<file path="src/rtl/ysyx_24110015_ifu_bus.sv">
// Instruction fetch unit: one AXI-lite style read per instruction, delivered to decode
// with a valid/ready handshake; the next PC arrives from the retiring stage via wb_pc.
module ysyx_24110015_ifu_bus #(
    parameter logic [31:0] RESET_PC = 32'h8000_0000
) (
    input  logic        clk,
    input  logic        rst,
    output logic [31:0] araddr,
    output logic        arvalid,
    input  logic        arready,
    input  logic [31:0] rdata,
    input  logic [1:0]  rresp,
    input  logic        rvalid,
    output logic        rready,
    output logic [31:0] out_inst,
    output logic [31:0] out_pc,
    output logic        out_fault,
    output logic        out_valid,
    input  logic        out_ready,
    input  logic        wb_valid,
    input  logic [31:0] wb_pc,
    output logic [31:0] fetch_cnt
);

    typedef enum logic [2:0] {
        S_BOOT,
        S_ADDR,
        S_DATA,
        S_DELIVER,
        S_WAIT_WB
    } state_t;

    state_t      state_q, state_d;
    logic [31:0] pc_q, pc_d;
    logic [31:0] inst_q, inst_d;
    logic [31:0] opc_q, opc_d;
    logic        fault_q, fault_d;
    logic [31:0] cnt_q, cnt_d;

    // Handshake outputs decode straight from state, so reset drops them at once.
    assign arvalid   = (state_q == S_ADDR);
    assign rready    = (state_q == S_DATA);
    assign out_valid = (state_q == S_DELIVER);
    assign araddr    = pc_q;
    assign out_inst  = inst_q;
    assign out_pc    = opc_q;
    assign out_fault = fault_q;
    assign fetch_cnt = cnt_q;

    always_comb begin
        state_d = state_q;
        pc_d    = pc_q;
        inst_d  = inst_q;
        opc_d   = opc_q;
        fault_d = fault_q;
        cnt_d   = cnt_q;
        unique case (state_q)
            S_BOOT: begin
                state_d = S_ADDR;
                pc_d    = RESET_PC;
            end
            S_ADDR: begin
                if (arready) state_d = S_DATA;
            end
            S_DATA: begin
                if (rvalid) begin
                    inst_d  = rdata;
                    fault_d = (rresp != 2'b00);
                    opc_d   = pc_q;
                    state_d = S_DELIVER;
                end
            end
            S_DELIVER: begin
                if (out_ready) begin
                    cnt_d   = cnt_q + 32'd1;
                    state_d = S_WAIT_WB;
                end
            end
            S_WAIT_WB: ;
            default: state_d = S_BOOT;
        endcase

        // Redirect: from WAIT_WB, or in the same cycle as the delivery handshake.
        if ((state_q == S_WAIT_WB || (state_q == S_DELIVER && out_ready)) && wb_valid) begin
            pc_d = wb_pc;
            if (wb_pc[1:0] != 2'b00) begin
                // Misaligned target faults locally without touching the bus.
                inst_d  = 32'h0;
                fault_d = 1'b1;
                opc_d   = wb_pc;
                state_d = S_DELIVER;
            end else begin
                state_d = S_ADDR;
            end
        end
    end

    always_ff @(posedge clk or negedge rst) begin
        if (!rst) begin
            state_q <= S_BOOT;
            pc_q    <= RESET_PC;
            inst_q  <= 32'h0;
            opc_q   <= 32'h0;
            fault_q <= 1'b0;
            cnt_q   <= 32'h0;
        end else begin
            state_q <= state_d;
            pc_q    <= pc_d;
            inst_q  <= inst_d;
            opc_q   <= opc_d;
            fault_q <= fault_d;
            cnt_q   <= cnt_d;
        end
    end

endmodule

</file>
<file path="config.mk">
export PLATFORM = sky130hd
export DESIGN_NAME = ysyx_24110015_ifu_bus
export DESIGN_NICKNAME = d
export VERILOG_FILES = /design/src/rtl/ysyx_24110015_ifu_bus.sv
export SDC_FILE = /design/constraint.sdc
export NUM_CORES = 1
export LEC_CHECK = 0
export CORE_ASPECT_RATIO = 0.5
export CORE_MARGIN = 2
export CORE_UTILIZATION = 45
export CTS_BUF_LIST = sky130_fd_sc_hd__clkbuf_4
export DETAILED_ROUTE_END_ITERATION = 10
export PLACE_DENSITY_LB_ADDON = 0.08
export SKIP_LAST_GASP = 1
export SLEW_MARGIN = 20
export SYNTH_ARGS = -nofsm -noshare
export SYNTH_HDL_FRONTEND = slang
export SYNTH_SLANG_ARGS = --single-unit
export TNS_END_PERCENT = 10
</file>
<file path="constraint.sdc">
create_clock -name clk -period 2 [get_ports clk]
set_clock_uncertainty 0.05 [all_clocks]
set_input_delay 0.2 -clock clk [delete_from_list [all_inputs] [get_ports clk]]
set_output_delay 0.2 -clock clk [all_outputs]
set_load 0.02 [all_outputs]
</file>
==> flow_summary.json, run 1 <==
{
  "synth_seq_cells": 132,
  "grt_max_degree": 52,
  "grt_pass1_wl_microns": 23500,
  "syn_nets": 627,
  "holdWs_ps": 114,
  "clk_pin_slew_ps": 140,
  "die_w_microns": 161,
  "syn-cell-area_sq_um": 5580,
  "arrival_ps": 1920,
  "synth_edf_count": 0,
  "use_met3": 0.0669,
  "rsz0062_at_grt": "yes",
  "grt.busiest_layer": "met2",
  "floorplan.rows": 28,
  "yosysTopAreaCell": "dfrtp_1",
  "root_buffer": "clkbuf_4",
  "cp.required_ps": 1750,
  "violations": "negative setup slack",
  "synth-main-ff-cell": "dfrtp_1",
  "netlist_top_cells_count": "nand2_1 (138), dfrtp_1 (131), nor2_1 (45)",
  "avgSynthCellArea_sq_um": 10.1,
  "post_synth_main_area_contributors": "dfrtp_1 (59%), nand2_1 (9.3%), a22o_1 (4.9%), a31oi_1 (3.5%), xor2_1 (3.3%)",
  "synthToLayoutAreaGrowth_pct": 48.9,
  "ys_warn_count": 0,
  "die-area_sq_um": 13400,
  "max_freq_ghz": 0.461,
  "wl_per_cell_microns": 15.9,
  "grt.met1_usage": 0.309,
  "setup_viol_count_final": 1,
  "ys_async_sr_fraction": 1.00,
  "vias_per_cell": 5.16,
  "io_pins": 204,
  "hold_viol": 0,
  "cap_violations": 0,
  "place_inst": 915,
  "fillers": 945,
  "ys_seq_area_frac": 0.592,
  "chipHeight_microns": 82.7,
  "synth.most_common_cell": "nand2_1",
  "overflow": 0,
  "regArea_sq_um": 3310,
  "fin_crit_ps": 2170,
  "relSlewSlack": 0.691,
  "htreeDepth": 4,
  "power_density_nw_per_um2": 1370,
  "cts.sinks": 132,
  "synthCells": 554,
  "dp_hpwl_microns": 10400,
  "core_area_sq_um": 11900,
  "postRouteAntennaNets": 0,
  "grtUsageTotal": 0.228,
  "nNetsFinal": 843,
  "diodes": 0,
  "ir_drop_uv": 832,
  "synth_top_cell_area_share": 0.587,
  "ys_types": 34,
  "cts_buffers": 17,
  "crit_type": "reg -> out",
  "cp_max_fo": 10,
  "cts.path.max_buffers": 2,
  "cts_tree": "yes",
  "post_cts_buffers": 0,
  "drtIter0Drc": 246,
  "multi_input_area_sq_um": 2110,
  "fin_cells": 948,
  "end_kind": "primary output",
  "startpoint_type": "flop",
  "met2_usage": 0.361,
  "worst_pin_slew_ps": 464,
  "insertion_delay_ps": 540,
  "initial_core_util": 0.467,
  "placed_cell_area_sq_um": 8010,
  "vias": 4896,
  "finalCritPeriodShare": 1.08,
  "power_mw": 11.4,
  "pre_cts_ws_ps": 12.0,
  "wl_microns": 15100,
  "p_leak_nw": 3.72,
  "first_global_vias": 4589,
  "drive_gt1_frac": 0.0983,
  "maxSlewViolCount": 0,
  "first_pass_iters": 7,
  "setup_ws_ps": -170,
  "port_buffers": 203,
  "gp_congestion": 0.805,
  "outcome": "finished, violations left",
  "post-route-cell-area_sq_um": 8310,
  "drc": 0,
  "antenna_found_initial": 0,
  "hp-class": "in -> async"
}
[area by class of cell]
class                      count  area share
tap                          165      0.0248
clock inverter                15      0.0188
clock buffer                  17      0.0154
inverter                       8     0.00361
timing repair buffer         232       0.285
multi-input combinational    379       0.255
sequential                   132       0.398
[logic make-up (layout without fill, tap and decap cells)]
kind of cell | Yosys count | in the layout | synth area share
AND/OR/NAND/NOR | 238 | 238 | 0.192
flip-flops | 132 | 132 | 0.592
AO/OA/AOI/OAI | 106 | 106 | 0.124
buffers and inverters | 43 | 272 | 0.0345
XOR/XNOR | 31 | 31 | 0.0487
multiplexers | 3 | 3 | 0.00583
adder cells (fa/ha/maj) | 1 | 1 | 0.00224
[stage by stage]
stage / util / TNS (ps)
4_1_cts: 0.695 / -434
3_3_place_gp: 0.670 / 0
3_5_place_dp: 0.670 / 0
5_1_grt: 0.695 / -509
2_1_floorplan: - / 0
6_report: 0.695 / -170
[placed cells by master, fill, tap and decap left out, types with 2 or more instances in the layout]
cell / instances
clkbuf_4: 17
xnor2_1: 10
clkinvlp_4: 3
clkdlybuf4s50_1: 200
nor4_1: 7
nor2_2: 2
nand2_1: 137
bufinv_16: 2
and2_1: 3
o21ai_0: 6
xor2_1: 21
nand4_1: 5
a22o_1: 31
buf_4: 19
a21oi_1: 35
and3_1: 3
inv_1: 8
a31oi_1: 31
nor4_2: 2
nand4_2: 2
nand3_1: 9
or4_4: 2
clkinv_4: 4
nor3_1: 12
and4_1: 3
inv_6: 3
mux2_2: 2
buf_12: 9
nor2_1: 43
dfrtp_1: 130
nor3b_1: 2
clkinv_1: 2
[sequential cells by signal (all words and copies together) (netlist names)]
name,cells
state_q,3
out_inst,32
out_pc,32
out_fault,1
araddr,32
fetch_cnt,32
[repair_timing]
| item | in CTS | in global routing |
|---|---|---|
| hold endpoints to repair | 98 | 0 |
| resized for setup | 3 | 1 |
| gates cloned | 0 | 0 |
| pin swaps | 0 | 0 |
| hold buffers | 1 | 0 |
| setup endpoints to repair | 4 | 7 |
[final timing paths]
check	start	endpoint	slack (ps)	cells after the start
worst max-delay path	state_q[1]$_DFFE_PN0P_	rready	-170	2
worst min-delay path	rst	araddr[15]$_DFFE_PN0P_	110	2
worst max register to register	fetch_cnt[11]$_DFFE_PN0P_	fetch_cnt[31]$_DFFE_PN0P_	110	4
worst min register to register	fetch_cnt[26]$_DFFE_PN0P_	fetch_cnt[26]$_DFFE_PN0P_	440	1
max in group asynchronous	rst	out_pc[23]$_DFF_PN0_	1100	3
min in group clk	rdata[8]	out_inst[8]$_DFF_PN0_	140	3
[per-layer routing]
layer | share of wire | wire length, microns | vias to the layer above
li1 | - | - | 2336
met5 | 0 | 0 | -
met1 | 0.45 | 6800 | 2398
met2 | 0.47 | 7080 | 153
met4 | 0.0054 | 81 | 0
met3 | 0.075 | 1140 | 9
[where the power goes]
part | switching [mW] | leakage (nW) | internal, mW
registers | 0.683 | 1.70 | 3.59
clock network | 1.05 | 0.144 | 0.748
logic | 2.73 | 1.87 | 2.59
[worst max-delay path: stages (launching register included)]
cell	delay, ps
dfrtp_2	470
nor3b_4	280
clkdlybuf4s50_1	650
No activity file was read; power rests on OpenSTA's default activity.
==> run 2, diff against run 1 <==
--- a/config.mk
+++ b/config.mk
@@ -5,11 +5,14 @@
 export SDC_FILE = /design/constraint.sdc
 export NUM_CORES = 1
 export LEC_CHECK = 0
+export CELL_PAD_IN_SITES_DETAIL_PLACEMENT = 0
+export CELL_PAD_IN_SITES_GLOBAL_PLACEMENT = 1
 export CORE_ASPECT_RATIO = 0.5
 export CORE_MARGIN = 2
-export CORE_UTILIZATION = 45
+export CORE_UTILIZATION = 34
 export CTS_BUF_LIST = sky130_fd_sc_hd__clkbuf_4
 export DETAILED_ROUTE_END_ITERATION = 10
+export GPL_ROUTABILITY_DRIVEN = 0
 export PLACE_DENSITY_LB_ADDON = 0.08
 export SKIP_LAST_GASP = 1
 export SLEW_MARGIN = 20
==> flow_summary.json, run 2 (synthesis results as in run 1) <==
{
  "r2r-end": "fetch_cnt[26]$_DFFE_PN0P_",
  "wl_per_cell_microns": 15.8,
  "hp-class": "in -> async",
  "path_depth": 1,
  "antenna_found_initial": 1,
  "die_w_microns": 185,
  "drc": 0,
  "first_global_vias": 4900,
  "fin_crit_ps": 1970,
  "port_buffers": 203,
  "postLayoutCoreUtil": 0.520,
  "path_cells": "clkdlybuf4s50_1",
  "grt_pass1_wl_microns": 25900,
  "cts_tree": "yes",
  "ir_drop_uv": 588,
  "r2r_slack_ps": 70,
  "crit_family": "buffers and inverters",
  "rsz0062_at_grt": "yes",
  "cts.sinks": 132,
  "crit_path_max_incr_delay_ps": 670,
  "vias_per_cell": 4.77,
  "critPathSlowestCell": "clkdlybuf4s50_1",
  "maxSlewViolCount": 0,
  "outcome": "finished, final reports clean",
  "reg2reg_from": "fetch_cnt[0]$_DFFE_PN0P_",
  "hold_viol": 0,
  "die-area_sq_um": 17500,
  "postRouteAntennaNets": 0,
  "cts_buffers": 17,
  "end_kind": "primary output",
  "wl_microns": 16100,
  "max_freq_ghz": 0.507,
  "clk_pin_slew_ps": 130,
  "synthToLayoutAreaGrowth_pct": 51.3,
  "chipHeight_microns": 94.6,
  "drtIter0Drc": 197,
  "cap_violations": 0,
  "nNetsFinal": 848,
  "htreeDepth": 4,
  "drive_gt1_frac": 0.105,
  "crit_type": "reg -> out",
  "cp.required_ps": 1750,
  "crit_start": "fetch_cnt[2]$_DFFE_PN0P_",
  "relSlewSlack": 0.657,
  "cp_max_fo": 9,
  "floorplan.rows": 33,
  "setup_ws_ps": 28.3,
  "overflow": 0,
  "grt_max_degree": 50,
  "io_pins": 204,
  "vias": 4843,
  "grtUsageTotal": 0.191,
  "insertion_delay_ps": 520,
  "p_leak_nw": 3.76,
  "dp_hpwl_microns": 11000,
  "final_cell_mix": "clkdlybuf4s50_1 (199), nand2_1 (137), dfrtp_1 (130), nor2_1 (43), a21oi_1 (35)",
  "setup_viol_count_final": 0,
  "finalCritPeriodShare": 0.986,
  "post_cts_buffers": 0,
  "crit_buf_inv": 1,
  "arrival_ps": 1720,
  "power_density_nw_per_um2": 1360,
  "final_common_cell": "clkdlybuf4s50_1",
  "root_buffer": "clkbuf_4",
  "cts.path.max_buffers": 2,
  "reg2reg_depth": 5,
  "pre_cts_ws_ps": 66.4,
  "core_area_sq_um": 16200,
  "startpoint_type": "flop",
  "first_pass_iters": 4,
  "initial_core_util": 0.344,
  "worst_pin_slew_ps": 514
}
[run 2: cell types whose count changed in the layout (fill, tap and decap cells not counted), sizes merged]
cell | before | now
buf | 29 | 34
clkinv | 7 | 9
clkinvlp | 3 | 1
bufinv | 2 | 3
clkdlybuf4s50 | 200 | 199
diode | 0 | 1
dlygate4sd2 | 1 | 2
inv | 11 | 10
[run 2: power breakdown]
part | switching [mW] | internal, mW
clock network | 1.09 | 0.877
logic | 2.73 | 2.57
registers | 0.648 | 3.59
total | 4.47 | 7.04
[run 2: worst max-delay path by stage]
stage	endpoint	slack (ps)
final	fetch_cnt[2]	30
after global routing	fetch_cnt[2]	-100
after CTS	arvalid	-220
after detailed placement	fetch_cnt[26]$_DFFE_PN0P_	70
after global placement	out_pc[0]$_DFF_PN0_	110
after floorplan	fetch_cnt[27]$_DFFE_PN0P_	60
[run 2: cell type report]
type	instances	area, sq um
diodes	1	2.50
clock buffers	17	128
multi-input cells	379	2110
flip-flops and latches	132	3310
clock inverters	15	181
fillers	1531	7780
well taps	227	284
inverters	8	30.0
repair buffers	237	2400
[run 2: per-stage QoR]
| step | instances | instance area [sq um] | TNS (ps) | hold slack (ps) | total power, mW |
|---|---|---|---|---|---|
| floorplan | 554 | 5590 | 0 | -146 | 6.88 |
| global placement | 982 | 8120 | 0 | 144 | 9.62 |
| detailed placement | 982 | 8120 | 0 | 141 | 9.67 |
| CTS | 1015 | 8440 | -262 | 112 | 11.7 |
| global route | 1016 | 8440 | -472 | 120 | 12.3 |
| finish | 1016 | 8440 | 0 | 142 | 11.5 |
[run 2: layer usage]
metal	vias to the layer above	global-route usage	wire, microns
li1	2344	-	-
met1	2349	0.255	7650
met2	135	0.303	7330
met3	15	0.0613	955
met4	0	0.0456	176
met5	-	0	0
[run 2: timing repair]
item,in CTS,in global routing
gates cloned,0,0
endpoints found under the setup margin,5,13
endpoints found under the hold margin,131,0
hold buffers,1,0
resized for setup,3,1
